===== src/rtl/sspim_pkg.sv =====
// sspim_pkg -- definitions shared by the SPI-master block sequencer.
//   state_e        : sequencer FSM states, also exported on the debug port
//   DEF_*_ADDR     : default register offsets inside the SPI master
//   DEF_POLL_TMO   : default number of status polls allowed per word
//   word_count()   : converts the 8-bit command count into the 9-bit
//                    number of words, where 0 stands for 256
package sspim_pkg;

  typedef enum logic [2:0] {
    IDLE    = 3'd0,
    WR_DATA = 3'd1,
    WR_CTRL = 3'd2,
    POLL    = 3'd3,
    RD_DATA = 3'd4,
    PUSH    = 3'd5,
    FIN     = 3'd6
  } state_e;

  localparam logic [7:0]  DEF_CTRL_ADDR  = 8'h00;
  localparam logic [7:0]  DEF_WDATA_ADDR = 8'h04;
  localparam logic [7:0]  DEF_RDATA_ADDR = 8'h08;
  localparam logic [15:0] DEF_POLL_TMO   = 16'hFFFF;

  function automatic logic [8:0] word_count(input logic [7:0] cnt);
    return (cnt == 8'd0) ? 9'd256 : {1'b0, cnt};
  endfunction

endpackage


===== src/rtl/sspim_seq_if.sv =====
// sspim_seq_if -- simple register bus between the sequencer and the SPI
// master's register file.
//   m_reg_cs    : transaction strobe, held from issue through the ack cycle
//   m_reg_wr    : 1 = write, 0 = read
//   m_reg_addr  : register offset
//   m_reg_wdata : write data (0 during reads)
//   m_reg_be    : byte enables, all ones while a transaction is open
//   m_reg_rdata : read data, valid in the ack cycle
//   m_reg_ack   : one-cycle completion from the target
// modports: master (sequencer side), slave (register-file side).
interface sspim_seq_if;
  logic        m_reg_cs;
  logic        m_reg_wr;
  logic [7:0]  m_reg_addr;
  logic [31:0] m_reg_wdata;
  logic [3:0]  m_reg_be;
  logic [31:0] m_reg_rdata;
  logic        m_reg_ack;

  modport master (
    output m_reg_cs, m_reg_wr, m_reg_addr, m_reg_wdata, m_reg_be,
    input  m_reg_rdata, m_reg_ack
  );

  modport slave (
    input  m_reg_cs, m_reg_wr, m_reg_addr, m_reg_wdata, m_reg_be,
    output m_reg_rdata, m_reg_ack
  );
endinterface


===== src/rtl/sspim_regm.sv =====
// sspim_regm -- register-bus master that turns a level request from the
// sequencer into one bus transaction at a time.
//   clk, reset_n        : clock, synchronous active-low reset
//   req                 : sequencer wants a transaction (level)
//   req_wr/addr/wdata   : transaction description, sampled at issue
//   ack                 : one-cycle pulse after the bus ack was seen
//   rdata               : read data captured in the bus ack cycle
//   bus                 : register bus (master side)
// The request is latched when the strobe rises, so the bus fields cannot
// move while the transaction is open. A new transaction is never started
// in the cycle where ack is high: that is the cycle the sequencer uses to
// move on, and it also guarantees the strobe stays low after every ack.
module sspim_regm
  import sspim_pkg::*;
(
  input  logic        clk,
  input  logic        reset_n,
  input  logic        req,
  input  logic        req_wr,
  input  logic [7:0]  req_addr,
  input  logic [31:0] req_wdata,
  output logic        ack,
  output logic [31:0] rdata,
  sspim_seq_if.master bus
);

  always_ff @(posedge clk) begin
    if (!reset_n) begin
      bus.m_reg_cs    <= 1'b0;
      bus.m_reg_wr    <= 1'b0;
      bus.m_reg_addr  <= 8'h00;
      bus.m_reg_wdata <= 32'h0;
      bus.m_reg_be    <= 4'h0;
      ack             <= 1'b0;
      rdata           <= 32'h0;
    end else begin
      ack <= 1'b0;
      if (bus.m_reg_cs) begin
        if (bus.m_reg_ack) begin
          bus.m_reg_cs    <= 1'b0;
          bus.m_reg_wr    <= 1'b0;
          bus.m_reg_addr  <= 8'h00;
          bus.m_reg_wdata <= 32'h0;
          bus.m_reg_be    <= 4'h0;
          ack             <= 1'b1;
          rdata           <= bus.m_reg_rdata;
        end
      end else if (req && !ack) begin
        bus.m_reg_cs    <= 1'b1;
        bus.m_reg_wr    <= req_wr;
        bus.m_reg_addr  <= req_addr;
        bus.m_reg_wdata <= req_wr ? req_wdata : 32'h0;
        bus.m_reg_be    <= 4'hF;
      end
    end
  end

endmodule


===== src/rtl/sspim_seq.sv =====
// sspim_seq -- block sequencer for an SPI master with a register interface.
// For each word of a block: write the word to the transmit register, start
// the operation by writing the control register with op_req set, poll the
// control register until op_req clears, read the receive register and hand
// the result out on the rx stream.
//   clk, reset_n          : clock, synchronous active-low reset
//   cmd_valid/ready       : block request; cmd_ctrl template, cmd_cnt words
//   tx_valid/ready/data   : outbound word stream
//   rx_valid/ready/data   : received word stream
//   m_reg                 : register bus toward the SPI master
//   busy                  : block in progress
//   done                  : one-cycle pulse when a block ends (also on error)
//   err                   : one-cycle pulse when a word's poll budget ran out
//   dbg_state             : current FSM state
// Streams use valid/ready: a transfer happens on a rising clk edge where
// both are high; the source keeps valid and its data steady until then.
// tx_ready is raised for a single cycle once tx_valid has been seen in
// WR_DATA, and the word is taken in that cycle.
module sspim_seq
  import sspim_pkg::*;
#(
  parameter logic [7:0]  CTRL_ADDR  = DEF_CTRL_ADDR,
  parameter logic [7:0]  WDATA_ADDR = DEF_WDATA_ADDR,
  parameter logic [7:0]  RDATA_ADDR = DEF_RDATA_ADDR,
  parameter logic [15:0] POLL_TMO   = DEF_POLL_TMO
) (
  input  logic        clk,
  input  logic        reset_n,
  input  logic        cmd_valid,
  output logic        cmd_ready,
  input  logic [31:0] cmd_ctrl,
  input  logic [7:0]  cmd_cnt,
  input  logic        tx_valid,
  output logic        tx_ready,
  input  logic [31:0] tx_data,
  output logic        rx_valid,
  input  logic        rx_ready,
  output logic [31:0] rx_data,
  sspim_seq_if.master m_reg,
  output logic        busy,
  output logic        done,
  output logic        err,
  output state_e      dbg_state
);

  state_e      state;
  logic [30:0] ctrl_q;     // op_req bit is always forced on when written
  logic [8:0]  remain;
  logic [15:0] poll_cnt;
  logic [31:0] wdata_q;
  logic        word_ok;    // outbound word captured, write may be issued

  logic        bus_req;
  logic        bus_wr;
  logic [7:0]  bus_addr;
  logic [31:0] bus_wdata;
  logic        bus_ack;
  logic [31:0] bus_rdata;

  assign cmd_ready = (state == IDLE);
  assign busy      = (state != IDLE);
  assign dbg_state = state;

  // Each bus-facing state requests exactly one kind of transaction.
  always_comb begin
    bus_req   = 1'b0;
    bus_wr    = 1'b0;
    bus_addr  = 8'h00;
    bus_wdata = 32'h0;
    case (state)
      WR_DATA: begin
        bus_req   = word_ok;
        bus_wr    = 1'b1;
        bus_addr  = WDATA_ADDR;
        bus_wdata = wdata_q;
      end
      WR_CTRL: begin
        bus_req   = 1'b1;
        bus_wr    = 1'b1;
        bus_addr  = CTRL_ADDR;
        bus_wdata = {1'b1, ctrl_q};
      end
      POLL: begin
        bus_req  = 1'b1;
        bus_addr = CTRL_ADDR;
      end
      RD_DATA: begin
        bus_req  = 1'b1;
        bus_addr = RDATA_ADDR;
      end
      default: ;
    endcase
  end

  sspim_regm u_regm (
    .clk       (clk),
    .reset_n   (reset_n),
    .req       (bus_req),
    .req_wr    (bus_wr),
    .req_addr  (bus_addr),
    .req_wdata (bus_wdata),
    .ack       (bus_ack),
    .rdata     (bus_rdata),
    .bus       (m_reg)
  );

  always_ff @(posedge clk) begin
    if (!reset_n) begin
      state    <= IDLE;
      ctrl_q   <= 31'h0;
      remain   <= 9'd0;
      poll_cnt <= 16'd0;
      wdata_q  <= 32'h0;
      word_ok  <= 1'b0;
      tx_ready <= 1'b0;
      rx_valid <= 1'b0;
      rx_data  <= 32'h0;
      done     <= 1'b0;
      err      <= 1'b0;
    end else begin
      done <= 1'b0;
      err  <= 1'b0;
      case (state)
        IDLE: begin
          if (cmd_valid) begin
            ctrl_q <= cmd_ctrl[30:0];
            remain <= word_count(cmd_cnt);
            state  <= WR_DATA;
          end
        end
        WR_DATA: begin
          if (!word_ok) begin
            if (tx_ready) begin
              tx_ready <= 1'b0;
              if (tx_valid) begin
                wdata_q <= tx_data;
                word_ok <= 1'b1;
              end
            end else if (tx_valid) begin
              tx_ready <= 1'b1;
            end
          end else if (bus_ack) begin
            word_ok <= 1'b0;
            state   <= WR_CTRL;
          end
        end
        WR_CTRL: begin
          if (bus_ack) begin
            poll_cnt <= 16'd0;
            state    <= POLL;
          end
        end
        POLL: begin
          if (bus_ack) begin
            if (!bus_rdata[31]) begin
              state <= RD_DATA;
            end else if (({1'b0, poll_cnt} + 17'd1) >= {1'b0, POLL_TMO}) begin
              // Poll budget used up: the rest of the block is dropped.
              err   <= 1'b1;
              state <= FIN;
            end else begin
              poll_cnt <= poll_cnt + 16'd1;
            end
          end
        end
        RD_DATA: begin
          if (bus_ack) begin
            rx_data  <= bus_rdata;
            rx_valid <= 1'b1;
            state    <= PUSH;
          end
        end
        PUSH: begin
          if (rx_ready) begin
            rx_valid <= 1'b0;
            remain   <= remain - 9'd1;
            state    <= (remain == 9'd1) ? FIN : WR_DATA;
          end
        end
        FIN: begin
          done  <= 1'b1;
          state <= IDLE;
        end
        default: state <= IDLE;
      endcase
    end
  end

endmodule

===== src/flat_wrapper.sv =====
// flat-port wrapper written by rule: the top's interface ports become plain ports
module sspim_seq_flat import sspim_pkg::*;
#(
  parameter logic [7:0]  CTRL_ADDR  = DEF_CTRL_ADDR,
  parameter logic [7:0]  WDATA_ADDR = DEF_WDATA_ADDR,
  parameter logic [7:0]  RDATA_ADDR = DEF_RDATA_ADDR,
  parameter logic [15:0] POLL_TMO   = DEF_POLL_TMO
)
  (clk, reset_n, cmd_valid, cmd_ready, cmd_ctrl, cmd_cnt, tx_valid, tx_ready, tx_data, rx_valid, rx_ready, rx_data, busy, done, err, dbg_state, m_reg_m_reg_cs, m_reg_m_reg_wr, m_reg_m_reg_addr, m_reg_m_reg_wdata, m_reg_m_reg_be, m_reg_m_reg_rdata, m_reg_m_reg_ack);
  sspim_seq_if m_reg_i ();
  input  logic clk;
  input  logic reset_n;
  input  logic cmd_valid;
  output logic cmd_ready;
  input  logic [31:0] cmd_ctrl;
  input  logic [7:0] cmd_cnt;
  input  logic tx_valid;
  output logic tx_ready;
  input  logic [31:0] tx_data;
  output logic rx_valid;
  input  logic rx_ready;
  output logic [31:0] rx_data;
  output logic busy;
  output logic done;
  output logic err;
  output state_e dbg_state;
  output wire logic [$bits(m_reg_i.m_reg_cs)-1:0] m_reg_m_reg_cs;
  output wire logic [$bits(m_reg_i.m_reg_wr)-1:0] m_reg_m_reg_wr;
  output wire logic [$bits(m_reg_i.m_reg_addr)-1:0] m_reg_m_reg_addr;
  output wire logic [$bits(m_reg_i.m_reg_wdata)-1:0] m_reg_m_reg_wdata;
  output wire logic [$bits(m_reg_i.m_reg_be)-1:0] m_reg_m_reg_be;
  input wire logic [$bits(m_reg_i.m_reg_rdata)-1:0] m_reg_m_reg_rdata;
  input wire logic [$bits(m_reg_i.m_reg_ack)-1:0] m_reg_m_reg_ack;
  assign m_reg_m_reg_cs = m_reg_i.m_reg_cs;
  assign m_reg_m_reg_wr = m_reg_i.m_reg_wr;
  assign m_reg_m_reg_addr = m_reg_i.m_reg_addr;
  assign m_reg_m_reg_wdata = m_reg_i.m_reg_wdata;
  assign m_reg_m_reg_be = m_reg_i.m_reg_be;
  assign m_reg_i.m_reg_rdata = m_reg_m_reg_rdata;
  assign m_reg_i.m_reg_ack = m_reg_m_reg_ack;
  sspim_seq #(.CTRL_ADDR(CTRL_ADDR), .WDATA_ADDR(WDATA_ADDR), .RDATA_ADDR(RDATA_ADDR), .POLL_TMO(POLL_TMO)) u_core (.clk(clk), .reset_n(reset_n), .cmd_valid(cmd_valid), .cmd_ready(cmd_ready), .cmd_ctrl(cmd_ctrl), .cmd_cnt(cmd_cnt), .tx_valid(tx_valid), .tx_ready(tx_ready), .tx_data(tx_data), .rx_valid(rx_valid), .rx_ready(rx_ready), .rx_data(rx_data), .m_reg(m_reg_i), .busy(busy), .done(done), .err(err), .dbg_state(dbg_state));
endmodule

===== config.mk =====
export PLATFORM = sky130hd
export DESIGN_NAME = sspim_seq_flat
export DESIGN_NICKNAME = d
export VERILOG_FILES = /design/src/rtl/sspim_pkg.sv /design/src/rtl/sspim_seq_if.sv /design/src/rtl/sspim_regm.sv /design/src/rtl/sspim_seq.sv /design/src/flat_wrapper.sv
export SDC_FILE = /design/constraint.sdc
export NUM_CORES = 1
export LEC_CHECK = 0
export ABC_AREA = 1
export BUFFER_PORTS_ARGS = -buffer_cell sky130_fd_sc_hd__buf_2
export CORE_MARGIN = 8
export CORE_UTILIZATION = 45
export CTS_BUF_LIST = sky130_fd_sc_hd__clkbuf_4
export DETAILED_ROUTE_END_ITERATION = 12
export PLACE_DENSITY = 0.76
export SLEW_MARGIN = 20
export SYNTH_ARGS = -nofsm -noshare
export SYNTH_HDL_FRONTEND = slang
export SYNTH_SLANG_ARGS = --single-unit

===== constraint.sdc =====
create_clock -name clk -period 2 [get_ports clk]
set_input_delay 0.4 -clock clk [delete_from_list [all_inputs] [get_ports clk]]
set_output_delay 0.4 -clock clk [all_outputs]
set_load 0.05 [all_outputs]

# --- After elaboration in Yosys (flattened, before gate mapping) ---
# Index checks and enable logic that the tools add are counted.
word_totals:
  latch_bits: 0
  word_cells: 115
  mem_bits_rw: 0
  mem_bits_ro: 0
  output_inout_bits: 87
  memories: 0
  in_bits: 110
  ff_bits: 207
classes:
  n_bitwise: 1
  n_shift: 0
  n_reduce_logical: 23
  order_cmp: 1
  eq_ne: 18
  mul: 0
  n_mux: 51
  n_addsub: 3
  div_mod_pow: 0
ops:
  columns: ["op", "count"]
  rows:
  - ["2-to-1 mux 32 bit", 4]
  - ["2-to-1 mux 16 bit", 4]
  - ["case mux 32 bit (2 select lines)", 1]
  - ["case mux 16 bit (2 select lines)", 1]
  - ["2-to-1 mux 3 bit", 10]
  - ["2-to-1 mux 9 bit", 3]
  - ["2-to-1 mux 8 bit", 3]
  - ["!= test 2 bit (second input constant)", 9]
  - ["case mux 3 bit (6 select lines)", 1]
  - ["case mux 9 bit (2 select lines)", 1]
  - ["adder 16 x 1 -> 17 bit (second input constant)", 1]
  - ["greater-or-equal comparator 17 x 16 -> 1 bit (second input constant)", 1]
  - ["2-to-1 mux 1 bit", 17]
  - ["adder 16 x 1 -> 16 bit (second input constant)", 1]
  - ["2-to-1 mux 4 bit", 3]
  - ["AND reduction 2 bit", 6]
  - ["equality test 3 bit (second input constant)", 3]
  - ["equality test 9 x 1 -> 1 bit (second input constant)", 1]
  - ["subtractor 9 x 1 -> 9 bit (second input constant)", 1]
  - ["logical NOT 8 bit", 1]
  - ["case mux 4 bit (2 select lines)", 1]
  - ["AND reduction 4 bit", 2]
  - ["AND reduction 8 bit", 1]
  - ["nonzero test 2 bit", 4]
  - ["other kinds (14)", 17]

# --- Longest topological paths before layout ---
# Gate-level depths: netlist of the first run.
logic_depth:
  ltp_word: 6
  depth_mapped: 16
  depth_no_buf: 15

# --- Hierarchy ---
# Synthesis of the first run repeated with hierarchy kept, for this count alone.
hier_totals:
  cells_unflattened: 1267
  hier_area_um2: 8989.9
by_module_without_submodules:
  columns: ["module", "cells_per_inst", "instances", "area_per_inst_um2"]
  rows:
  - ["sspim_seq", 863, 1, 6002.0]
  - ["sspim_regm", 404, 1, 2987.9]

# --- Worst setup path before layout of the first run ---
# Ideal clock, no wire load.
synth_path:
  path_kind: "reg2out"
  start: "reg u_core.state[0] (netlist: u_core.dbg_state[0])"
  end: "out cmd_ready"
  path_stages_with_launch: 5
  required_time_ps: 1600
  n_path_buf: 1
  setup_slack_ps: -368
  t_arrival_ps: 1968
  cell_sequence: "dfxtp_1 > nor2_1 > nand2_1 > inv_1 > buf_1"
synth_between:
  elab_chain_cells: 1
synth_rtl:
  columns: ["element", "line_no", "rtl"]
  rows:
  - ["from (decl)", "sspim_seq.sv:46", "state_e state;"]
  - ["from (signal assigned)", "sspim_seq.sv:177", "state <= (remain == 9'd1) ? FIN : WR_DATA;"]
  - ["logical NOT 3 bit", "sspim_seq.sv:60", "assign cmd_ready = (state == IDLE);"]
  - ["to (decl)", "flat_wrapper.sv:14", "output logic cmd_ready;"]
# No other way between the ends.

# --- Worst setup path in the final report of the first run ---
layout_path:
  start: "reg u_core.poll_cnt[1]"
  end: "reg u_core.poll_cnt[5]"
layout_between:
  elab_chain_cells: 5
  elab_cells_between_ends: 9
  cone_classes: "add/sub: 2; order compare: 1; eq/ne: 1; mux: 4; reduce/logical: 1"
layout_rtl:
  columns: ["element", "line_no", "rtl"]
  rows:
  - ["from (decl)", "sspim_seq.sv:49", "logic [15:0] poll_cnt;"]
  - ["from (signal assigned)", "sspim_seq.sv:162", "poll_cnt <= poll_cnt + 16'd1;"]
  - ["branches (longest 5 deep; another with adder 16 x 1 -> 17 bit)", null, null]
# Several ways; the timed one is not identified. The select of a mux whose other input is x is not followed.
# A chain may end at the register's enable or synchronous reset.

==> results of run 1 <==
==> worst reg2reg max path, cell delays in order, from the launching register on <==
cell	delay (ns)
dfxtp_2	0.39
ha_4	0.16
nand2_4	0.06
nor2_4	0.14
nand2_2	0.10
nand2_2	0.09
nand2_2	0.07
nor2_2	0.10
nand3_1	0.09
nand2_2	0.10
nand3_4	0.10
nand2_2	0.09
nand2_4	0.08
buf_12	0.16
a21oi_1	0.15
nor2_2	0.05
==> per-stage QoR <==
step | power, mW | setup WS [ns] | hold slack [ns] | utilization (%) | setup TNS (ns)
after CTS | 9.46 | -0.0182 | 0.0169 | 55.1 | -0.0641
after global placement | 7.44 | -0.0185 | 0.447 | 53.3 | -0.103
after detailed placement | 7.48 | -0.114 | 0.450 | 53.3 | -1.30
after global routing | 10.1 | -0.189 | 0.0208 | 56.3 | -3.02
final | 9.53 | -0.0348 | 0.0546 | 56.3 | -0.359
after floorplan | 6.63 | 0.0821 | 0.441 | - | 0
==> where the power goes <==
| group | internal, mW | switching (mW) | total (mW) |
|---|---|---|---|
| Combinational | 0.916 | 2.05 | 2.97 |
| Sequential | 4.33 | 0.249 | 4.57 |
| Clock | 0.540 | 1.44 | 1.98 |
| Total | 5.78 | 3.74 | 9.53 |
==> state kept, by name, summed over array words and instances (netlist names), 2 cells and up <==
register                       flops
u_core.poll_cnt                   16
u_core.dbg_state                   3
u_core.rx_data                    32
u_core.u_regm.rdata               32
u_core.u_regm.bus.m_reg_addr       2
u_core.ctrl_q                     31
u_core.remain                      9
u_core.wdata_q                    32
u_core.u_regm.bus.m_reg_wdata     32
==> per-layer routing <==
layer	up-vias	wire length [um]	track usage, %
met5	-	16	0
met4	2	520	7.36
met3	36	1360	4.63
met2	283	11500	31.9
met1	3761	10500	24.5
li1	4082	-	-
==> cell type report <==
cell class | count | area share, %
clock buffers | 18 | 1.33
repair buffers | 241 | 14.9
well taps | 229 | 2.82
multi-input cells | 820 | 38.9
clock inverters | 14 | 1.17
diodes | 3 | 0.0740
flip-flops and latches | 198 | 39.2
inverters | 41 | 1.58
==> worst min path at each step <==
stage / from / endpoint / slack, ns / depth (start not counted)
floorplan: u_core.ctrl_q[0]$_SDFFE_PN0P_ / u_core.ctrl_q[0]$_SDFFE_PN0P_ / 0.44 / 2
global placement: u_core.rx_data[29]$_SDFFE_PN0P_ / u_core.rx_data[29]$_SDFFE_PN0P_ / 0.45 / 2
detailed placement: u_core.rx_data[27]$_SDFFE_PN0P_ / u_core.rx_data[27]$_SDFFE_PN0P_ / 0.45 / 2
CTS: m_reg_m_reg_rdata[12] / u_core.u_regm.rdata[12]$_SDFFE_PN0P_ / 0.02 / 3
global route: tx_data[15] / u_core.wdata_q[15]$_SDFFE_PN0P_ / 0.02 / 3
finish: tx_data[12] / u_core.wdata_q[12]$_SDFFE_PN0P_ / 0.05 / 3
==> repair_timing <==
item                       in CTS  in global routing
setup endpoints to repair      19                 56
pin swaps                       2                 14
gates resized for setup        15                 42
setup buffers                   4                  1
gates cloned                    0                  2
==> cells in the mapped netlist <==
cell / n
a21oi_1: 96
buf_2: 6
or2_2: 4
nor2_1: 176
nor3_1: 2
o211ai_1: 2
xor2_1: 3
dfxtp_1: 198
nand2_1: 266
o21ai_0: 76
o21bai_2: 1
ha_1: 4
o22ai_1: 2
inv_1: 36
buf_4: 9
buf_6: 2
nand3_2: 15
nor2_4: 1
nand3_1: 98
nand2_4: 1
a221oi_1: 1
nand4_1: 4
a21oi_2: 1
nand3b_1: 1
clkbuf_8: 4
a211oi_1: 2
dlygate4sd1_1: 1
nor2_2: 11
nor4_1: 3
nand2_2: 5
clkbuf_1: 51
a31oi_1: 36
conb_1: 1
o21bai_1: 3
clkinv_1: 2
buf_1: 7
buf_8: 1
inv_2: 3
==> cell families after synthesis <==
group	synth area share [%]
fa+ha+maj	0.603
other cells	0.0452
xor+xnor	0.317
flops	47.7
buf+inv	6.87
simple gates	30.2
compound gates	14.2
==> flow_summary_export.csv, run 1 <==
group,metric,value,unit
clock_network,cts_max_level,4,
die,io_pins,197,
routing,vias,8164,
sta,rsz0062_at_grt,"true",
placed_design,place.detailed.hpwl,15900,um
routing,drtIter0Drc,574,
routing,drt.antenna.violating_nets,0,
worst_setup_path,r2r_start,"u_core.poll_cnt[1]$_SDFFE_PN0P_",
final_layout,multi_input_comb_area,0.00395,mm^2
final_layout,drive_gt1_share,27.0,%
logic_synthesis,yosysWarnings,0,
hold_path,hp-class,"primary input to flip-flop",
worst_setup_path,worst_path_max_delay_cell,"dfxtp_2",
final_layout,postLayoutCellArea,0.0101,mm^2
placed_design,io_buffers,189,
logic_synthesis,synth_cells,1135,
final_layout,area_growth,22.2,%
logic_synthesis,synth_area_leaders,"dfxtp_1 48%, nand2_1 12%, nor2_1 8.0%, nand3_1 5.9%, a21oi_1 5.8%",
status,outcome,"finished with violations",
grt,gr-total-overflow,0,
die,die_w,152,um
worst_setup_path,path_cells,"ha_4 -> nand2_4 -> nor2_4 -> nand2_2 -> nand2_2 -> nand2_2 -> nor2_2 -> nand3_1 -> nand2_2 -> nand3_4 -> nand2_2 -> nand2_4 -> buf_12 -> a21oi_1 -> nor2_2",
die,fp.dieH,152,um
power,leakage,4.10,nW
logic_synthesis,avgSynthCellArea,7.32,um^2
power,ir_drop,0.572,mV
logic_synthesis,synth_top_area_share,47.7,%
grt,grt_pass1_wl,38400,um
worst_setup_path,crit_buf_inv,1,
clock_network,clkTransAtPathRegs,0.17,ns
routing,drc_errors,0,
die,core,0.0180,mm^2
final_layout,instances_no_fill,1564,
worst_setup_path,crit_path_max_fanout,9,
placed_design,dp_cells,1522,
status,violations,"setup timing",
clock_network,clk_path_buf_depth,2,
grt,grt_usage,19.5,%
worst_setup_path,critPathCaptureType,"flip-flop",
grt,grt_max_degree,88,
sta,slew_headroom,67.1,%
sta,setup_violations,16,
worst_setup_path,crit_type,"flip-flop to flip-flop",
worst_setup_path,critical_path_required,2.48,ns
run,max_cap_viol_count,0,
clock_network,cts_hold_buf,0,
final_layout,final_common_cell,"nand2_1",
clock_network,cts_made_buffers,17,
worst_setup_path,path_depth,15,
power,powerDensity,939,mW/mm^2
sta,maxSlewViolCount,0,
routing,totalWireLength,23900,um
grt,antenna_found_initial,4,
final_layout,mostFrequentLayoutCells,"258 x nand2_1, 188 x buf_2, 187 x dfxtp_1",
worst_setup_path,crit_start,"u_core.poll_cnt[1]$_SDFFE_PN0P_",
sta,period_minus_slack,2.03,ns
final_layout,n_fill_cell,1710,
worst_setup_path,r2r-end,"u_core.poll_cnt[5]$_SDFFE_PN0P_",
logic_synthesis,seq_area_frac_synth,47.7,%
sta,worstMarginPinSlew,0.489,ns
clock_network,cts_sinks,198,
sta,setup_slack,-0.0348,ns
die,rows,49,
logic_synthesis,yosysUniqueCellTypes,38,
logic_synthesis,syn_area,0.00830,mm^2
worst_setup_path,worstSetupStartpointType,"flip-flop",
placed_design,gp_congestion,0.855,
logic_synthesis,yosysTopAreaCell,"dfxtp_1",
sta,post-route-period-util,102,%
routing,vias_per_cell,5.22,
routing,routedWlPerCell,15.3,um
worst_setup_path,r2r_setup_slack,-0.03,ns
sta,finClkSkew,0.0222,ns
grt,grt_pass1_vias,7775,
worst_setup_path,critPathMaxStageDelay,0.39,ns
clock_network,cts_tree,"built",
worst_setup_path,cp_common_cell,"nand2_2",
clock_network,cts_root_buffer,"clkbuf_4",
sta,hold_viol_final,0,
clock_network,clk_latency,0.58,ns
worst_setup_path,cp-endpoint,"u_core.poll_cnt[5]$_SDFFE_PN0P_",
routing,firstDrtPassIters,5,
final_layout,final_nets,1433,
final_layout,register_area,0.00398,mm^2
placed_design,place_area,0.00961,mm^2
sta,fmax,0.491,GHz
die,die_area,0.0231,mm^2
worst_setup_path,critical_path_arrival,2.52,ns
die,start_util,46.1,%
logic_synthesis,ys_seq_elements,198,
worst_setup_path,critPathTopFamily,"simple AND/OR/NAND/NOR gates",
worst_setup_path,r2r_cells,15,
No activity file was read; power rests on OpenSTA's default activity.
==> run 2: changes to the inputs <==
- CORE_ASPECT_RATIO: not set -> 1.75
==> run 2 against run 1 <==
The run still ends with setup timing left. Via count rose by 1.6%. Hold slack gained 0.0021 ns. Combinational power barely moved. Clock skew fell by 0.0023 ns. Maximum frequency is 0.44% lower. Global-route usage rose by 0.87 points. Setup slack got worse by 0.0089 ns. First-iteration DRC count decreased by 0.35%. Critical path type unchanged. Highest routed layer unchanged.
==> flow_summary_export.csv, run 2 (synthesis results as in run 1) <==
group,metric,value,unit
status,outcome,"finished with violations",
status,violations,"setup timing",
routing,drc_errors,0,
worst_setup_path,cp-endpoint,"u_core.dbg_state[2]$_SDFFE_PN0P_",
clock_network,clk_path_buf_depth,2,
sta,setup_violations,11,
placed_design,place_area,0.00954,mm^2
placed_design,gp_congestion,0.888,
routing,routedWlPerCell,15.9,um
final_layout,postLayoutCellArea,0.0102,mm^2
hold_path,hp-class,"primary input to flip-flop",
worst_setup_path,r2r_start,"u_core.poll_cnt[0]$_SDFFE_PN0P_",
grt,gr-total-overflow,0,
worst_setup_path,critical_path_required,2.52,ns
die,core,0.0183,mm^2
sta,slew_headroom,36.4,%
die,die_w,119,um
clock_network,cts_made_buffers,17,
grt,antenna_found_initial,3,
final_layout,n_fill_cell,1794,
worst_setup_path,r2r_setup_slack,-0.04,ns
final_layout,instances_no_fill,1571,
placed_design,dp_cells,1526,
worst_setup_path,critical_path_arrival,2.56,ns
die,fp.dieH,196,um
grt,grt_pass1_wl,38900,um
die,die_area,0.0232,mm^2
worst_setup_path,crit_type,"flip-flop to flip-flop",
final_layout,final_nets,1432,
final_layout,register_area,0.00398,mm^2
grt,grt_pass1_vias,7938,
clock_network,cts_hold_buf,0,
sta,fmax,0.489,GHz
clock_network,cts_tree,"built",
sta,post-route-period-util,102,%
grt,grt_usage,20.4,%
power,leakage,4.08,nW
power,powerDensity,927,mW/mm^2
worst_setup_path,worstSetupStartpointType,"flip-flop",
worst_setup_path,r2r_cells,14,
clock_network,cts_sinks,198,
die,rows,66,
worst_setup_path,critPathCaptureType,"flip-flop",
sta,tns,-0.188,ns
clock_network,clkTransAtPathRegs,0.16,ns
run,max_cap_viol_count,0,
final_layout,multi_input_comb_area,0.00410,mm^2
final_layout,mostFrequentLayoutCells,"254 x nand2_1, 189 x dfxtp_1, 188 x buf_2",
sta,maxSlewViolCount,0,
clock_network,cts_max_level,4,
sta,rsz0062_at_grt,"true",
sta,whs,0.0567,ns
routing,vias_per_cell,5.28,
routing,vias,8297,
final_layout,final_common_cell,"nand2_1",
worst_setup_path,r2r-end,"u_core.dbg_state[2]$_SDFFE_PN0P_",
final_layout,area_growth,23.1,%
routing,totalWireLength,25100,um
placed_design,io_buffers,189,
worst_setup_path,crit_path_max_fanout,5,
sta,hold_viol_final,0,
clock_network,clk_latency,0.57,ns
sta,finClkSkew,0.0199,ns
grt,grt_max_degree,95,
sta,period_minus_slack,2.04,ns
routing,drtIter0Drc,572,
die,io_pins,197,
sta,setup_slack,-0.0437,ns
worst_setup_path,crit_start,"u_core.poll_cnt[0]$_SDFFE_PN0P_",
routing,firstDrtPassIters,5,
sta,worstMarginPinSlew,0.949,ns
routing,drt.antenna.violating_nets,0,
power,ir_drop,0.572,mV
placed_design,place.detailed.hpwl,16200,um
die,start_util,45.3,%
final_layout,drive_gt1_share,27.4,%
clock_network,cts_root_buffer,"clkbuf_4",
[run 2: cell types whose count changed in the layout (fill, tap and decap cells not counted), moves of 4 or more]
cell,delta
nand3_2,+4
nand2_1,-4
dfxtp_2,-4
nand2_8,+4
nand2_4,+4
nand3_1,-5
[run 2: worst min path at each step]
stage,startpoint,endpoint,slack (ns),cells after the start
2_1_floorplan,u_core.ctrl_q[0]$_SDFFE_PN0P_,u_core.ctrl_q[0]$_SDFFE_PN0P_,0.44,2
4_1_cts,tx_data[1],u_core.wdata_q[1]$_SDFFE_PN0P_,0.02,3
3_3_place_gp,u_core.rx_data[26]$_SDFFE_PN0P_,u_core.rx_data[26]$_SDFFE_PN0P_,0.44,2
3_5_place_dp,u_core.rx_data[23]$_SDFFE_PN0P_,u_core.rx_data[23]$_SDFFE_PN0P_,0.45,2
6_report,tx_data[1],u_core.wdata_q[1]$_SDFFE_PN0P_,0.06,3
5_1_grt,cmd_ctrl[2],u_core.ctrl_q[2]$_SDFFE_PN0P_,0.02,3
[run 2: critical path: stages, from the launching register on]
cell and delay (ns):
dfxtp_4 0.39, ha_4 0.16, nand2_4 0.06, nor2_4 0.19, nand2_4 0.09, nor2_1 0.15
nand2_1 0.15, nor2_2 0.13, nand2_2 0.10, buf_4 0.17, nand3_4 0.09, nand2_4 0.06
nand2_1 0.08, nand2_1 0.05, nor2_1 0.12
[run 2: stage by stage]
stage / setup slack (ns) / power, mW / utilization [%]
floorplan: 0.0821 / 6.63 / -
global placement: -0.0811 / 7.46 / 52.1
detailed placement: -0.151 / 7.52 / 52.1
CTS: -0.0107 / 9.45 / 53.9
global route: -0.147 / 10.0 / 55.7
finish: -0.0437 / 9.47 / 55.7
[run 2: timing repair]
item	in CTS	in global routing
setup endpoints to repair	19	27
gates resized for setup	16	67
pin swaps	2	28
gates cloned	0	4
buffers inserted	6	1
[run 2: cell type report]
class	instances	share of cell area [%]
repair buffers	237	14.0
flip-flops and latches	198	39.0
clock inverters	14	1.00
inverters	41	1.62
diodes	2	0.0490
well taps	238	2.91
clock buffers	18	1.32
multi-input cells	823	40.1
[run 2: layer usage]
layer / routed length, um / global-route usage (%)
met2: 13200 / 37.2
met3: 1320 / 4.78
met1: 9570 / 21.5
met4: 964 / 9.61
met5: 10 / 0
[run 2: power by group]
part           switching (mW)  internal [mW]  leakage, nW
registers               0.242           4.32         1.61
clock network            1.39          0.513        0.122
logic                    2.09          0.910         2.35
total                    3.73           5.74         4.08
